## src/rtl/nibble_serial_adder.sv

```systemverilog
// Wide adder built from one 4-bit carry-lookahead slice, reused one nibble per clock.
// The nibbles are processed least significant first, with the inter-nibble carry held in a register.
module nibble_serial_adder #(
    parameter int WIDTH = 16
) (
    input  logic             clk,
    input  logic             rst,
    input  logic             in_valid,
    output logic             in_ready,
    input  logic [WIDTH-1:0] a,
    input  logic [WIDTH-1:0] b,
    input  logic             cin,
    output logic             out_valid,
    input  logic             out_ready,
    output logic [WIDTH-1:0] sum,
    output logic             cout,
    output logic             overflow,
    output logic             busy
);
    localparam int NIB   = WIDTH / 4;
    localparam int IDX_W = (NIB > 1) ? $clog2(NIB) : 1;

    typedef enum logic [1:0] {IDLE, RUN, DONE} state_t;

    state_t           state;
    logic [WIDTH-1:0] a_q, b_q;
    logic             carry_q;
    logic [IDX_W-1:0] idx;
    logic [3:0]       x_nib, y_nib;
    logic [5:0]       slice;
    logic [WIDTH-1:0] sum_nxt;
    logic             last;

    // Returns {c4, c3, nibble_sum}; c3 is kept so overflow can be formed on the top nibble.
    function automatic logic [5:0] cla4(input logic [3:0] x, input logic [3:0] y, input logic c0);
        logic [3:0] p, g;
        logic       c1, c2, c3, c4;
        p  = x ^ y;
        g  = x & y;
        c1 = g[0] | (p[0] & c0);
        c2 = g[1] | (p[1] & g[0]) | (p[1] & p[0] & c0);
        c3 = g[2] | (p[2] & g[1]) | (p[2] & p[1] & g[0]) | (p[2] & p[1] & p[0] & c0);
        c4 = g[3] | (p[3] & g[2]) | (p[3] & p[2] & g[1]) | (p[3] & p[2] & p[1] & g[0])
           | (p[3] & p[2] & p[1] & p[0] & c0);
        return {c4, c3, p ^ {c3, c2, c1, c0}};
    endfunction

    always_comb begin
        x_nib   = '0;
        y_nib   = '0;
        sum_nxt = sum;
        for (int k = 0; k < NIB; k++) begin
            if (idx == IDX_W'(k)) begin
                x_nib = a_q[4*k +: 4];
                y_nib = b_q[4*k +: 4];
            end
        end
        slice = cla4(x_nib, y_nib, carry_q);
        for (int k = 0; k < NIB; k++) begin
            if (idx == IDX_W'(k)) sum_nxt[4*k +: 4] = slice[3:0];
        end
    end

    assign last     = (idx == IDX_W'(NIB - 1));
    assign in_ready = (state == IDLE);

    // Operand registers carry data only; they are qualified by the FSM, so no reset is needed.
    always_ff @(posedge clk) begin
        if (in_valid && (state == IDLE)) begin
            a_q <= a;
            b_q <= b;
        end
    end

    always_ff @(posedge clk or posedge rst) begin
        if (rst) begin
            state     <= IDLE;
            idx       <= '0;
            carry_q   <= 1'b0;
            sum       <= '0;
            cout      <= 1'b0;
            overflow  <= 1'b0;
            out_valid <= 1'b0;
            busy      <= 1'b0;
        end else begin
            case (state)
                IDLE: begin
                    if (in_valid) begin
                        carry_q <= cin;
                        idx     <= '0;
                        busy    <= 1'b1;
                        state   <= RUN;
                    end
                end
                RUN: begin
                    sum     <= sum_nxt;
                    carry_q <= slice[5];
                    idx     <= idx + 1'b1;
                    if (last) begin
                        cout      <= slice[5];
                        overflow  <= slice[5] ^ slice[4];
                        out_valid <= 1'b1;
                        idx       <= '0;
                        state     <= DONE;
                    end
                end
                DONE: begin
                    if (out_ready) begin
                        out_valid <= 1'b0;
                        busy      <= 1'b0;
                        state     <= IDLE;
                    end
                end
                default: state <= IDLE;
            endcase
        end
    end
endmodule

```

## config.mk

```make
export PLATFORM = sky130hd
export DESIGN_NAME = nibble_serial_adder
export DESIGN_NICKNAME = d
export VERILOG_FILES = /design/src/rtl/nibble_serial_adder.sv
export SDC_FILE = /design/constraint.sdc
export NUM_CORES = 1
export LEC_CHECK = 0
export ABC_AREA = 0
export CAP_MARGIN = 20
export CORE_MARGIN = 2
export CORE_UTILIZATION = 35
export CTS_CLUSTER_DIAMETER = 120
export DETAILED_ROUTE_END_ITERATION = 8
export MAX_ROUTING_LAYER = met4
export PLACE_DENSITY = 0.62
export RECOVER_POWER = 50
export SLEW_MARGIN = 30
export SYNTH_ARGS = -nofsm -noshare
export SYNTH_HDL_FRONTEND = slang
export SYNTH_SLANG_ARGS = --single-unit
```

## constraint.sdc

```tcl
create_clock -name clk -period 6.1 [get_ports clk]
set_input_delay 1.22 -clock clk [delete_from_list [all_inputs] [get_ports clk]]
set_output_delay 1.22 -clock clk [all_outputs]
set_load 0.03 [all_outputs]
```

Yosys cells after proc, flatten, opt, wreduce, memory -nomap -nowiden. Index checks and enable logic that the tools add are counted. Widths: inputs -> output; s select.

Div/mod/pow operators: 0. Mux-type cells: 22. $lt $le $gt $ge: 0. Shift-type cells: 0. Eq/ne operators: 8. Multipliers: 0. Bitwise gates (word level): 30. $add $sub $neg: 1. Reduce and logical (&&, ||, !) cells: 14.

Operators by type and width (count): $mux 4 (8); $and 1x1->1 (16); $mux 2 (5); $or 1x1->1 (10); $reduce_and 2->1 (5); $reduce_and 3->1 (3); $xor 4x4->4 (2); $eq 2x2->1 const B (3); $ne 2x2->1 const B (3); $pmux 1 s2 (3); $pmux 2 s3 (1); $reduce_bool 2->1 (3); $and 4x4->4 (1); $eq 2x1->1 const B (2); $logic_not 2->1 (2); $mux 1 (4); $pmux 2 s2 (1); $add 2x1->2 const B (1); $logic_and 1x1->1 (1); $xor 1x1->1 (1).

Bits in read-only memories: 0. Logic and storage cells: 88. Output and inout bits: 21. Memories kept: 0. RAM bits: 0. Flip-flop bits (word level): 57. Bits of input ports: 37. Latch bits: 0.

Depth between registers and ports, before layout.
Depth after elaboration: 12. Depth in mapped cells: 12. Gate-level depth less buffers: 11.

Worst setup path before layout. No wires, ideal clock.

Path type: register -> register. Start point: register idx[0]. End point: register sum[3]. Path slack: 3.458 ns. Stages on the path, launching flop included: 12. Data arrival time: 2.511 ns. Library setup time: 0.132 ns. Cell sequence: dfrtp_1 inv_1 ha_1 buf_2 buf_1 a21oi_1 o21ai_0 ha_1 a211o_1 a21oi_2 xor2_1 o21ai_0.

Cells in the longest elaborated chain, start to end: 11. Elaborated cells between the ends (all ways): 24. Classes of those cells: eq/ne: 3; mux: 8; bitwise: 11; reduce/logical: 2.

Ends and longest elaborated chain: start: declaration (line 28) `logic [IDX_W-1:0] idx;`; start signal: assignment (line 98) `idx <= idx + 1'b1;`; $logic_not 2->1 (line 53, 60); $mux 4 (4 in series) (line 53) `if (idx == IDX_W'(k)) begin`; $xor 4x4->4 or $and 4x4->4 (tied branches) (line 38, 39); $and 1x1->1 (line 42) `c3 = g[2] | (p[2] & g[1]) | (p[2] & p[1] & g[0]) | (p[2] & p[1] & p[0] & c0);`; $or 1x1->1 or $and 1x1->1 (tied branches) (2 in series) (line 42); $or 1x1->1 (line 42); $xor 4x4->4 (line 45) `return {c4, c3, p ^ {c3, c2, c1, c0}};`; end signal: assignment (line 96) `sum <= sum_nxt;`; end: declaration (line 15) `output logic [WIDTH-1:0] sum,`.

Parallel ways exist; a longest one is shown, timed or not. A chain may end at the register's enable or synchronous reset.

Worst setup path in the final report.
Start point: input port in_valid. End point: register b_q[14] (enable).

Cells in the longest elaborated chain, start to end: 1.

Ends and longest elaborated chain: start: declaration (line 8) `input logic in_valid,`; $logic_and 1x1->1 (line 69) `if (in_valid && (state == IDLE)) begin`; end signal: assignment (line 71) `b_q <= b;`; end: declaration (line 26) `logic [WIDTH-1:0] a_q, b_q;`.

No other way between the ends.

==> results.py <==
metrics = {
    "finish": {
        "drive_gt1_frac": 0.0943,
        "stdcell_area_um2": 3310,
        "antenna_cells": 0,
        "area_growth_pct": 34.5,
        "layout.nets": 306,
    },
    "grt": {
        "grt_max_degree": 33,
        "grt_usage": 0.149,
        "grt_pass1_wl_mm": 8.28,
        "grt_use_met3": 0.0396,
        "grt_busiest_layer": "met2",
        "met1_usage": 0.176,
        "grt_overflow_total": 0,
        "use_met2": 0.233,
        "grt_pass1_vias": 1753,
        "antenna_found_initial": 0,
    },
    "floorplan": {
        "die-width_um": 87.9,
        "num_rows": 30,
        "initial_core_util": 0.362,
        "core_um2": 6790,
        "fp.dieH_um": 87.9,
        "ios": 58,
        "dieArea_um2": 7720,
    },
    "logic_synthesis": {
        "yosysWarnings": 0,
        "synthXorXnorAreaFrac": 0.0107,
        "yosys.area_share.simple": 0.115,
        "synth-edff-count": 32,
        "synth_area_um2": 2460,
        "synth_top_family_by_area": "compound AO/OA/AOI/OAI gates",
        "synth.avg_cell_area_um2": 12.4,
        "synth_compound_area_frac": 0.129,
        "synth_nets": 245,
        "synth_top_flop_cell": "edfxtp_1",
        "muxShareOfSynthArea": 0.0244,
        "yosys_register_bits": 57,
        "syn_inst": 199,
        "synth_cell_types": 29,
        "ys_seq_area_frac": 0.645,
        "synthAdderAreaFrac": 0.0488,
        "async_flop_share": 0.439,
    },
    "power": {
        "power.density_nw_per_um2": 576,
        "peakVddDrop_mv": 0.185,
        "power_leakage_nw": 1.31,
        "total_power_w": 0.00191,
    },
    "setup_path": {
        "crit_family": "buffers and inverters",
        "worst_setup_path_start_kind": "primary input",
        "reg2regPathDepth": 11,
        "path_cells": "dlygate4sd3_1, and2_0, clkbuf_1",
        "crit_fanout": 32,
        "max_stage_delay_ps": 1190,
        "r2r-end": "sum[2]",
        "crit_type": "in2reg",
        "critical_path.endpoint_type": "register",
        "r2r_slack_ps": 3120,
        "cpMaxStageDelayCell": "clkbuf_1",
        "critPathRequiredTime_ps": 6030,
        "rr_startpoint": "idx[1]",
        "critPathBufInv": 2,
        "worstPathArrival_ps": 3220,
    },
    "timing": {
        "setup_viol": 0,
        "post-route-period-util": 0.540,
        "slew_headroom": -0.102,
        "rsz0062_at_grt": "false",
        "slew_violations": 33,
        "finalSetupTns_ps": 0,
        "fmax_mhz": 304,
        "finalCriticalPeriod_ps": 3290,
        "hold_viol_final": 0,
        "tightest_slew_ps": 1650,
        "finalClockSkew_ps": 5.96,
    },
    "clocking": {
        "clk_pin_slew_ps": 70,
        "cts-root-buf": "clkbuf_8",
        "cts_setup_buffers": 0,
        "hold_buffers": 0,
        "cts_buffers": 9,
        "cts_max_path_buffers": 2,
        "cts_sinks": 57,
        "cts_tree": "built",
        "clkLatencyLatePin_ps": 330,
        "ctsResizeCount": 0,
        "htreeDepth": 3,
    },
    "drt": {
        "drt_pass1_iterations": 4,
        "drt_iter0_drc": 76,
        "vias": 1656,
        "wl_per_cell_um": 13.4,
        "ant_nets": 0,
        "via_per_inst": 4.59,
        "finalWirelength_mm": 4.82,
        "drc": 0,
    },
    "placement": {
        "dp_hpwl_mm": 3.51,
        "gp_congestion": 0.753,
        "portBuffers": 57,
        "dpl_cell_area_um2": 3110,
    },
    "hold_path": {
        "hold_depth": 2,
        "hp-class": "reg2reg",
        "hold-path-endpoint": "sum[5]",
        "min_from": "sum[5]",
    },
    "outcome": {
        "status": "finished, violations left",
        "violations": "capacitance limit, slew limit",
    },
    "flow_run": {
        "maxCapViolations": 1,
    },
}
cell usage after synthesis (all sizes together), types with 2 or more instances:
cell     n  area share
buf      5       0.014
clkbuf   3      0.0051
inv      6      0.0092
ha       8       0.041
o21ai   24       0.049
a22o     2      0.0071
mux2     4       0.024
xor2     2      0.0071
nand2b   2      0.0051
a21oi   27       0.056
nor2     8       0.012
nand2   33       0.063
o31ai    2      0.0061
edfxtp  32        0.39
dfrtp   25        0.25
nand3b   8       0.024
power breakdown:
part,leakage [nW],internal (W),total [W],switching [W]
clock,0.113,0.000226,0.000372,0.000146
combinational,0.593,0.000369,0.000919,0.000550
sequential,0.605,0.000545,0.000615,0.0000700
total,1.31,0.00114,0.00191,0.000766
kinds of logic after synthesis:
group / after synthesis
adders and majority gates: 9
AOI/OAI and AO/OA: 58
xor gates and xnor gates: 3
and+or+nand+nor: 54
muxes: 4
buffers and inverters: 14
DFF: 57
through the flow:
stage                     hold slack [ps]   util  instances  worst slack [ps]
after floorplan                       516      -        199              3460
after global placement                462  0.458        345              3250
after global routing                  510  0.487        361              2660
after detailed placement              472  0.458        345              3120
final                                 480  0.487        361              2810
after CTS                             487  0.489        361              3100
cell usage in the layout (no fill, tap or decap), types with 2 or more instances in the layout:
cell type,synthesis,layout
o21ai_0,24,24
nand2_1,29,30
ha_1,8,8
nand3b_1,8,8
clkdlybuf4s50_1,0,22
nand2b_1,2,2
o31ai_1,2,2
xor2_1,2,2
dfrtp_1,25,25
clkbuf_8,0,9
nand2_4,4,3
bufinv_16,0,2
a22o_1,2,2
dlygate4sd3_1,0,35
clkinv_2,0,5
mux2_4,4,4
nor2_1,8,8
inv_1,6,6
a21oi_1,26,26
edfxtp_1,32,32
how the worst max path moves through the flow:
stage,start,end,slack (ps),cells after the start
floorplan,idx[0],sum[3],3460,11
global placement,idx[1],sum[14],3250,11
detailed placement,idx[1],sum[7],3120,11
CTS,idx[1],sum[7],3100,11
global route,in_valid,a_q[1],2660,3
finish,in_valid,b_q[14],2810,3
flip-flops by register name, indices dropped and copies added (netlist names):
signal and cells:
b_q 16, carry_q 1, sum 16, out_valid 1
state 2, idx 2, busy 1, a_q 16
overflow 1, cout 1
worst min-delay path, stage by stage, from the launching register on:
cell	delay, ps
dfrtp_1	340
nand2_1	40
o21ai_0	60
per-layer routing:
layer	vias to the layer above	wire length (µm)
met4	0	85
li1	829	-
met1	769	2150
met5	-	0
met2	50	2350
met3	8	243
layout make-up:
| class | instances | area [µm²] |
|---|---|---|
| Clock inverter | 7 | 85.1 |
| Timing Repair Buffer | 58 | 574 |
| Inverter | 6 | 22.5 |
| Clock buffer | 9 | 124 |
| Tap cell | 96 | 120 |
| Sequential cell | 57 | 1590 |
| Fill cell | 633 | 3480 |
| Multi-Input combinational cell | 128 | 798 |
(Power assumes the default switching activity.)
